`src/rtl/sm_motion_pkg.sv`:
```
// ============================================================================
// Module   : sm_motion_pkg
// Purpose  : Shared state encoding and default constants for the motion
//            sequencer and its ramp helper.
// Revision : 1.0 - initial release
// ============================================================================
`default_nettype none

package sm_motion_pkg;

   localparam int DEF_SIZE         = 16;
   localparam int DEF_CNT_W        = 24;
   localparam int DEF_START_PERIOD = 2000;
   localparam int DEF_MIN_PERIOD   = 200;
   localparam int DEF_RAMP_STEP    = 100;

   typedef enum logic [2:0] {
      ST_IDLE   = 3'd0,
      ST_ACCEL  = 3'd1,
      ST_CRUISE = 3'd2,
      ST_DECEL  = 3'd3,
      ST_DONE   = 3'd4
   } state_t;

endpackage

`default_nettype wire

```
`src/rtl/sm_ramp_period.sv`:
```
// ============================================================================
// Module   : sm_ramp_period
// Purpose  : Saturating one-step period update: down towards target while
//            accelerating, up towards START_PERIOD while decelerating.
// Revision : 1.0 - initial release
// ============================================================================
`default_nettype none

module sm_ramp_period
   import sm_motion_pkg::*;
#(
   parameter int SIZE         = DEF_SIZE,
   parameter int START_PERIOD = DEF_START_PERIOD,
   parameter int RAMP_STEP    = DEF_RAMP_STEP
) (
   input  logic            up,
   input  logic [SIZE-1:0] period_cur,
   input  logic [SIZE-1:0] target,
   output logic [SIZE-1:0] period_next,
   output logic            reached
);

   localparam logic [SIZE-1:0] C_START = SIZE'(START_PERIOD);
   localparam logic [SIZE-1:0] C_STEP  = SIZE'(RAMP_STEP);

   always_comb begin
      period_next = period_cur;
      reached     = 1'b0;
      if (up) begin
         if ((period_cur >= C_START) || ((C_START - period_cur) <= C_STEP)) begin
            period_next = C_START;
         end else begin
            period_next = period_cur + C_STEP;
         end
         reached = (period_next == C_START);
      end else begin
         // Clamp at target rather than stepping past it.
         if ((period_cur <= target) || ((period_cur - target) <= C_STEP)) begin
            period_next = target;
         end else begin
            period_next = period_cur - C_STEP;
         end
         reached = (period_next == target);
      end
   end

endmodule

`default_nettype wire

```
`src/rtl/sm_motion_sequencer.sv`:
```
// ============================================================================
// Module   : sm_motion_sequencer
// Purpose  : Accepts move commands and drives the stepper pulse generator with
//            a linear accel/cruise/decel ramp, counting steps from step_tick.
// Revision : 1.0 - initial release
// ============================================================================
`default_nettype none

module sm_motion_sequencer
   import sm_motion_pkg::*;
#(
   parameter int SIZE         = DEF_SIZE,
   parameter int CNT_W        = DEF_CNT_W,
   parameter int START_PERIOD = DEF_START_PERIOD,
   parameter int MIN_PERIOD   = DEF_MIN_PERIOD,
   parameter int RAMP_STEP    = DEF_RAMP_STEP
) (
   input  logic             clk,
   input  logic             rst,
   input  logic             cmd_valid,
   output logic             cmd_ready,
   input  logic [CNT_W-1:0] cmd_steps,
   input  logic [SIZE-1:0]  cmd_period,
   input  logic             cmd_dir,
   input  logic             cmd_continuous,
   input  logic             stop,
   input  logic             abort,
   input  logic             limit,
   input  logic             step_tick,
   output logic             drv_en_SM,
   output logic [SIZE-1:0]  drv_period,
   output logic             drv_dir,
   output logic             busy,
   output logic             done,
   output logic             fault,
   output logic [CNT_W-1:0] steps_left
);

   localparam logic [SIZE-1:0]  C_START   = SIZE'(START_PERIOD);
   localparam logic [SIZE-1:0]  C_MIN     = SIZE'(MIN_PERIOD);
   localparam logic [CNT_W-1:0] C_CNT_ONE = CNT_W'(1);

   state_t             state_q, state_d;
   logic [SIZE-1:0]    target_q, target_d;
   logic               dir_q, dir_d;
   logic               cont_q, cont_d;
   logic [CNT_W-1:0]   steps_left_q, steps_left_d;
   logic [CNT_W-1:0]   ramp_cnt_q, ramp_cnt_d;
   logic               drv_en_q, drv_en_d;
   logic [SIZE-1:0]    drv_period_q, drv_period_d;
   logic               fault_q, fault_d;

   logic [SIZE-1:0]    cmd_target;
   logic [CNT_W-1:0]   steps_dec;
   logic [CNT_W-1:0]   ramp_inc;
   logic [CNT_W-1:0]   ramp_dec;
   logic               finite_end;
   logic [SIZE-1:0]    ramp_period;
   logic               ramp_reached;

   assign cmd_target = (cmd_period < C_MIN) ? C_MIN : cmd_period;
   assign steps_dec  = (cont_q || (steps_left_q == '0)) ? steps_left_q : steps_left_q - C_CNT_ONE;
   assign ramp_inc   = (&ramp_cnt_q) ? ramp_cnt_q : ramp_cnt_q + C_CNT_ONE;
   assign ramp_dec   = (ramp_cnt_q == '0) ? ramp_cnt_q : ramp_cnt_q - C_CNT_ONE;
   assign finite_end = !cont_q && (steps_dec == '0);

   sm_ramp_period #(
      .SIZE         (SIZE),
      .START_PERIOD (START_PERIOD),
      .RAMP_STEP    (RAMP_STEP)
   ) u_ramp (
      .up          (state_q == ST_DECEL),
      .period_cur  (drv_period_q),
      .target      (target_q),
      .period_next (ramp_period),
      .reached     (ramp_reached)
   );

   always_ff @(posedge clk) begin
      if (rst) begin
         state_q      <= ST_IDLE;
         target_q     <= C_START;
         dir_q        <= 1'b0;
         cont_q       <= 1'b0;
         steps_left_q <= '0;
         ramp_cnt_q   <= '0;
         drv_en_q     <= 1'b0;
         drv_period_q <= C_START;
         fault_q      <= 1'b0;
      end else begin
         state_q      <= state_d;
         target_q     <= target_d;
         dir_q        <= dir_d;
         cont_q       <= cont_d;
         steps_left_q <= steps_left_d;
         ramp_cnt_q   <= ramp_cnt_d;
         drv_en_q     <= drv_en_d;
         drv_period_q <= drv_period_d;
         fault_q      <= fault_d;
      end
   end

   always_comb begin
      state_d      = state_q;
      target_d     = target_q;
      dir_d        = dir_q;
      cont_d       = cont_q;
      steps_left_d = steps_left_q;
      ramp_cnt_d   = ramp_cnt_q;
      drv_en_d     = drv_en_q;
      drv_period_d = drv_period_q;
      fault_d      = fault_q;

      case (state_q)
         ST_IDLE: begin
            if (cmd_valid) begin
               target_d     = cmd_target;
               dir_d        = cmd_dir;
               cont_d       = cmd_continuous;
               steps_left_d = cmd_steps;
               ramp_cnt_d   = '0;
               fault_d      = 1'b0;
               if (!cmd_continuous && (cmd_steps == '0)) begin
                  state_d      = ST_DONE;
                  drv_en_d     = 1'b0;
                  drv_period_d = C_START;
               end else if (cmd_target < C_START) begin
                  state_d      = ST_ACCEL;
                  drv_en_d     = 1'b1;
                  drv_period_d = C_START;
               end else begin
                  state_d      = ST_CRUISE;
                  drv_en_d     = 1'b1;
                  drv_period_d = cmd_target;
               end
            end
         end

         ST_ACCEL, ST_CRUISE, ST_DECEL: begin
            if (abort || limit) begin
               state_d      = ST_DONE;
               drv_en_d     = 1'b0;
               drv_period_d = C_START;
               if (limit) begin
                  fault_d = 1'b1;
               end
            end else if (stop && (state_q != ST_DECEL)) begin
               // With no ramp built up there is nothing to decelerate through.
               if (ramp_cnt_q == '0) begin
                  state_d      = ST_DONE;
                  drv_en_d     = 1'b0;
                  drv_period_d = C_START;
               end else begin
                  state_d = ST_DECEL;
               end
            end else if (step_tick) begin
               steps_left_d = steps_dec;
               if (state_q == ST_ACCEL) begin
                  drv_period_d = ramp_period;
                  ramp_cnt_d   = ramp_inc;
                  if (!cont_q && (steps_dec <= ramp_inc)) begin
                     state_d = ST_DECEL;
                  end else if (ramp_reached) begin
                     state_d = ST_CRUISE;
                  end
               end else if (state_q == ST_CRUISE) begin
                  if (!cont_q && (steps_dec <= ramp_cnt_q)) begin
                     state_d = ST_DECEL;
                  end
               end else begin
                  drv_period_d = ramp_period;
                  ramp_cnt_d   = ramp_dec;
                  if (ramp_dec == '0) begin
                     state_d = ST_DONE;
                  end
               end
               if (finite_end || (state_d == ST_DONE)) begin
                  state_d      = ST_DONE;
                  drv_en_d     = 1'b0;
                  drv_period_d = C_START;
               end
            end
         end

         ST_DONE: begin
            state_d = ST_IDLE;
         end

         default: begin
            state_d = ST_IDLE;
         end
      endcase
   end

   assign cmd_ready  = (state_q == ST_IDLE) && !rst;
   assign busy       = (state_q != ST_IDLE);
   assign done       = (state_q == ST_DONE);
   assign drv_en_SM  = drv_en_q;
   assign drv_period = drv_period_q;
   assign drv_dir    = dir_q;
   assign fault      = fault_q;
   assign steps_left = steps_left_q;

endmodule

`default_nettype wire

```
`config.mk`:
```
export PLATFORM = sky130hd
export DESIGN_NAME = sm_motion_sequencer
export DESIGN_NICKNAME = d
export VERILOG_FILES = /design/src/rtl/sm_motion_pkg.sv /design/src/rtl/sm_ramp_period.sv /design/src/rtl/sm_motion_sequencer.sv
export SDC_FILE = /design/constraint.sdc
export NUM_CORES = 1
export LEC_CHECK = 0
export ABC_AREA = 1
export CAP_MARGIN = 20
export CORE_AREA = 2 2 134 136
export DETAILED_ROUTE_END_ITERATION = 10
export DIE_AREA = 0 0 136 138
export DONT_BUFFER_PORTS = 1
export PLACE_DENSITY = 0.83
export SETUP_SLACK_MARGIN = 0.5
export SLEW_MARGIN = 10
export SYNTH_ARGS = -nofsm -noshare
export SYNTH_HDL_FRONTEND = slang
export SYNTH_SLANG_ARGS = --single-unit
export TNS_END_PERCENT = 30
```
`constraint.sdc`:
```
create_clock -name clk -period 8.3 [get_ports clk]
set_input_delay 0.83 -clock clk [delete_from_list [all_inputs] [get_ports clk]]
set_output_delay 0.83 -clock clk [all_outputs]
set_load 0.02 [all_outputs]
```
# After elaboration in Yosys (flattened, before gate mapping)
# Index checks and enable logic that the tools add are counted.
# word_totals
mem_bits_rw	0
mem_count	0
reg_bits	87
latch_bits	0
romBits	0
# op_classes
add_sub_neg	7
magnitude_cmp	8
n_reduce_logical	31
n_eq_ne	19
n_mul	0
n_shift	0
mux	64
bitwise	0
n_div	0
# ops
op	count
$mux 24	13
$mux 16	16
$logic_not 24->1	5
$pmux 24 s2	2
$mux 3	17
$le 24x24->1	2
$sub 24x1->24 const B	2
$le 16x7->1 const B	2
$pmux 16 s2	1
$add 24x1->24 const B	1
$reduce_and 24->1	1
$add 16x7->16 const B	1
$eq 16x11->1 const B	1
$eq 16x16->1	1
$ge 16x11->1 const B	1
$le 16x16->1	1
$lt 16x11->1 const B	1
$lt 16x8->1 const B	1
$sub 11x16->16 const A	1
$sub 16x16->16	1
$sub 16x7->16 const B	1
$reduce_and 5->1	3
$ne 2x2->1 const B	6
$ne 4x4->1 const B	3
other kinds (20)	45

# Longest topological paths before layout
# logic_depth
ltp_word	21
depth_mapped	33
mapped_depth_nobuf	32

# Cells and area by module
# Synthesis repeated with hierarchy kept, for this count alone.
# hier_totals
hier_cells	1768
hier_area_um2	10272.4
# modules_own_cells
mod	cells_per_inst	area_each_um2	n_inst	seq_area_each_um2
sm_motion_sequencer	1274	7768.7	1	1741.7
sm_ramp_period	494	2503.7	1	0.0

# Worst setup path before layout
# No wires, ideal clock.
# synth_path
path_type	reg-to-reg
startpoint	register ramp_cnt_q[0]
endpoint	register drv_period_q[0] (netlist: drv_period[0])
synth_period_minus_slack_ps	4264
stages_incl_launch_ff	33
slack_ps	4036
n_path_buf	1
t_required_ps	8186
setup_ps	114
t_arrival_ps	4150
cell_sequence	dfxtp_1 > ha_1 > inv_1 > nor4_1 > nand2_1 > nor3_1 > nand2_1 > nand2_1 > nor2_1 > inv_1 > nor2_1 > inv_1 > nor2_1 > nand4_1 > nor3_1 > nand2_1 > nor2_1 > xor2_1 > ha_1 > nand4_1 > nor3_1 > nand4_1 > o21ai_0 > o32ai_1 > a21oi_1 > nand3_1 > a21oi_2 > nand2_4 > buf_2 > nand3b_1 > nand2_1 > nor2_1 > nor2_2
# synth_via
elab_chain_len	17
elab_cells_between_ends	30
# synth_lines
element	line_no	text
start: declaration	sm_motion_sequencer.sv:48	logic [CNT_W-1:0] ramp_cnt_q, ramp_cnt_d;
start signal: assignment	sm_motion_sequencer.sv:96	ramp_cnt_q <= ramp_cnt_d;
$add 24x1->24 (tied with other cells)	sm_motion_sequencer.sv:63	assign ramp_inc = (&ramp_cnt_q) ? ramp_cnt_q : ramp_cnt_q + C_CNT_ONE;
$mux 24, on equally long branches	sm_motion_sequencer.sv:63, sm_motion_sequencer.sv:64	
$le 24x24->1 / $logic_not 24->1 (equally long branches)	sm_motion_sequencer.sv:161, sm_motion_sequencer.sv:173	
$logic_and 1x1->1 / $mux 3 (equally long branches)	sm_motion_sequencer.sv:161, sm_motion_sequencer.sv:173	
$mux 3, on equally long branches	sm_motion_sequencer.sv:161, sm_motion_sequencer.sv:166	
$mux 3	sm_motion_sequencer.sv:158	if (state_q == ST_ACCEL) begin
$mux 3	sm_motion_sequencer.sv:156	end else if (step_tick) begin
$mux 3	sm_motion_sequencer.sv:147	end else if (stop && (state_q != ST_DECEL)) begin
$mux 3	sm_motion_sequencer.sv:140	if (abort || limit) begin
$mux 3	sm_motion_sequencer.sv:114	case (state_q)
$eq 3x3->1	sm_motion_sequencer.sv:177	if (finite_end || (state_d == ST_DONE)) begin
$logic_or 1x1->1	sm_motion_sequencer.sv:177	
$mux 16	sm_motion_sequencer.sv:177	
$mux 16	sm_motion_sequencer.sv:156	
$mux 16	sm_motion_sequencer.sv:147	
$mux 16	sm_motion_sequencer.sv:140	
$pmux 16 s2	sm_motion_sequencer.sv:114	
end signal: assignment	sm_motion_sequencer.sv:98	drv_period_q <= drv_period_d;
end: declaration	sm_motion_sequencer.sv:50	logic [SIZE-1:0] drv_period_q, drv_period_d;
# Parallel ways exist; a longest one is shown, timed or not. The select of a mux whose other input is x is not followed.
# A chain may end at the register's enable or synchronous reset.

# Worst setup path after layout
# layout_path
startpoint	register ramp_cnt_q[0]
endpoint	register drv_period_q[6] (netlist: drv_period[6])
# Same word-level chain as after synthesis.

==> impl_metrics.py <==
metrics = {
    "cts": {
        "postCtsSetupBuffers": 0,
        "clockBufferDepth": 2,
        "clock_latency_ns": 0.36,
        "cts_max_level": 3,
        "cts_root_buffer": "clkbuf_16",
        "cts.sink_count": 87,
        "cts_tree": "done",
        "post_cts_resized": 0,
        "clkTransAtPathRegs_ns": 0.07,
        "cts_hold_buf": 0,
        "cts_buffers": 9,
    },
    "synth": {
        "synth_ff_type": "dfxtp_1",
        "syn-instance-count": 1764,
        "synth_seq_cells": 87,
        "netlist.top_cell.by_area": "nand2_1",
        "synth_warnings": 0,
        "synthArstFlopShare": 0,
        "synth_area_um2": 10260,
        "synth_cell_types": 49,
        "synth_edf_count": 0,
        "synthesis.nets": 1885,
        "avgSynthCellArea_um2": 5.814,
        "ys_seq_area_frac": 0.1698,
        "synth_top_area_share": 0.1812,
        "ys_top_cells_by_area": "nand2_1 (18%), dfxtp_1 (17%), ha_1 (8.8%)",
    },
    "placement": {
        "portBuffers": 0,
        "place_hpwl_um": 27850,
        "dp_cells": 1943,
        "post-place-ws_ns": 3.254,
        "place.gp.congestion": 1.031,
    },
    "timing": {
        "finalWorstSetupSlack_ns": 3.129,
        "rsz0062_at_grt": "no",
        "worst_pin_slew_ns": 0.9130,
        "timing.slew.headroom": 0.3891,
        "finalHoldViolations": 0,
        "finalSetupTns_ns": 0,
        "finalSetupViolCount": 0,
        "report.final.slew_viol_count": 0,
        "fin_skew_ns": 0.009030,
        "fmax_ghz": 0.1934,
        "fin_crit_sh": 0.6230,
        "period_minus_slack_ns": 5.171,
    },
    "run": {
        "cap_violations": 0,
    },
    "min_path": {
        "hold_path.class": "flip-flop to flip-flop",
    },
    "setup_path": {
        "cp_common_cell": "nand2_1",
        "crit_path_end_kind": "flip-flop",
        "crit_path_max_fanout": 17,
        "crit_slowest_cell": "dfxtp_1",
        "critPathRequiredTime_ns": 8.58,
        "crit_type": "flip-flop to flip-flop",
        "slowest_delay_ns": 0.48,
        "startpoint_type": "flip-flop",
        "cp_data_arrival_time_ns": 5.45,
    },
    "status": {
        "outcome": "complete, no violations",
    },
    "grt": {
        "grt_use_total": 0.3761,
        "grt_pass1_wl_um": 56410,
        "grt_overflow": 0,
        "antenna_found_initial": 0,
        "grt_max_degree": 53,
        "grt_pass1_vias": 10760,
    },
    "drt": {
        "num_vias": 11980,
        "drc_errors": 0,
        "drt_iter0_markers": 1649,
        "antenna_left": 0,
        "routed_wl_um": 35590,
        "drt_first_pass_iters": 7,
        "drt-vias-per-instance": 6.116,
        "post_drt_wl_per_cell_um": 18.16,
    },
    "die": {
        "die_h_um": 138,
        "io_pins": 95,
        "fp-row-count": 49,
        "die_w_um": 136,
        "die-area_um2": 18770,
        "core_area_um2": 17530,
        "initial_core_util": 0.5849,
    },
    "power": {
        "total_power_uw": 4556,
        "p_leak_uw": 0.005301,
        "power.density_nw_per_um2": 426.2,
        "ir_drop_mv": 0.2987,
    },
    "layout": {
        "diodes": 0,
        "fill_cells": 1745,
        "final_cell_mix": "nand2_1 (495), inv_1 (217), nor2_1 (164)",
        "final_layout_size_suffix_gt1_frac": 0.05838,
        "area_delta_synth_final_pct": 4.234,
        "finalNetCount": 1848,
        "stdcell_count": 1959,
        "layout_commonest_cell": "nand2_1",
    },
}
==> registers in the layout, indices dropped and copies added (netlist names) <==
name / count
cont_q: 1
drv_dir: 1
drv_en_SM: 1
drv_period: 16
fault: 1
ramp_cnt_q: 24
state_q: 3
steps_left: 24
target_q: 16
==> area by class of cell <==
cell class                      count  area (um^2)  area share
Multi-Input combinational cell   1373         7315      0.6842
Inverter                          244        915.9     0.08567
Clock inverter                      4        72.57    0.006788
Tap cell                          229        286.5     0.02680
Clock buffer                       10        229.0     0.02142
Sequential cell                    87         1742      0.1629
Timing Repair Buffer               12        130.1     0.01217
==> power by group <==
part | switching (uW) | total, uW | internal (uW)
sequential | 286 | 801 | 516
clock | 184 | 444 | 260
combinational | 2210 | 3310 | 1100
==> cells in the mapped netlist, types with 2 or more instances <==
library cell and instances:
clkinv_1 5, buf_2 20, o31ai_1 10, o221ai_1 3, nor4_1 26, inv_2 22
a211oi_1 8, dfxtp_1 87, nor3_1 28, xnor2_1 6, o21ai_2 3, or2_2 3
nand2_4 4, nand3_2 7, a221oi_1 5, nand2_1 495, a22oi_1 4, o21bai_1 2
nand2_2 6, a21oi_1 110, xor2_1 56, nor2_1 164, nor3_2 2, ha_1 72
o211ai_1 21, nor4_2 3, nand3b_1 5, a31oi_1 2, o21ai_0 58, nand4_1 64
o21a_1 4, buf_6 4, nand3_1 161, nor2_2 20, and2_1 2, clkbuf_1 35
o21ai_1 9, inv_1 217
==> worst paths after layout <==
kind                            slack, ns                  startpoint                         end  cells after the start
worst min-delay path                 0.52  ramp_cnt_q[6]$_SDFFE_PP0P_  ramp_cnt_q[6]$_SDFFE_PP0P_                      2
worst min register to register       0.52  ramp_cnt_q[6]$_SDFFE_PP0P_  ramp_cnt_q[6]$_SDFFE_PP0P_                      2
worst max register to register       3.13  ramp_cnt_q[0]$_SDFFE_PP0P_  drv_period[6]$_SDFFE_PP1P_                     32
worst max-delay path                 3.13  ramp_cnt_q[0]$_SDFFE_PP0P_  drv_period[6]$_SDFFE_PP1P_                     32
==> routing by layer <==
layer	vias to the layer above	wire [um]	track usage	share of wire
li1	5753	-	-	-
met1	5390	15280	0.5530	0.43
met2	739	14600	0.5395	0.41
met3	99	4332	0.06747	0.12
met4	0	1370	0.1480	0.038
met5	-	0	0	0
==> per-stage QoR <==
step	hold slack (ns)	cell area [um^2]	utilization
after floorplan	0.4668	10260	-
after global placement	0.4905	10330	0.5893
after detailed placement	0.5066	10330	0.5893
after CTS	0.5151	10640	0.6065
after global routing	0.5280	10690	0.6097
final	0.5160	10690	0.6097
==> cell families (layout without fill, tap and decap cells) <==
group,after synthesis,count (layout),synth area share
buffers and inverters,304,270,0.1170
AND/OR/NAND/NOR,991,991,0.4289
XOR/XNOR,63,63,0.05453
flip-flops,87,87,0.1698
AO/OA/AOI/OAI,247,247,0.1419
adder cells (fa/ha/maj),72,72,0.08784
==> critical path, delay by kind of cell, from the launching register on <==
family | cells | cell delay [ns]
AOI/OAI and AO/OA | 4 | 0.64
xor gates and xnor gates | 1 | 0.16
adders and majority gates | 2 | 0.54
buffers and inverters | 3 | 0.20
DFF | 1 | 0.48
and+or+nand+nor | 22 | 3.09
Power figures use the tool's default switching activity.
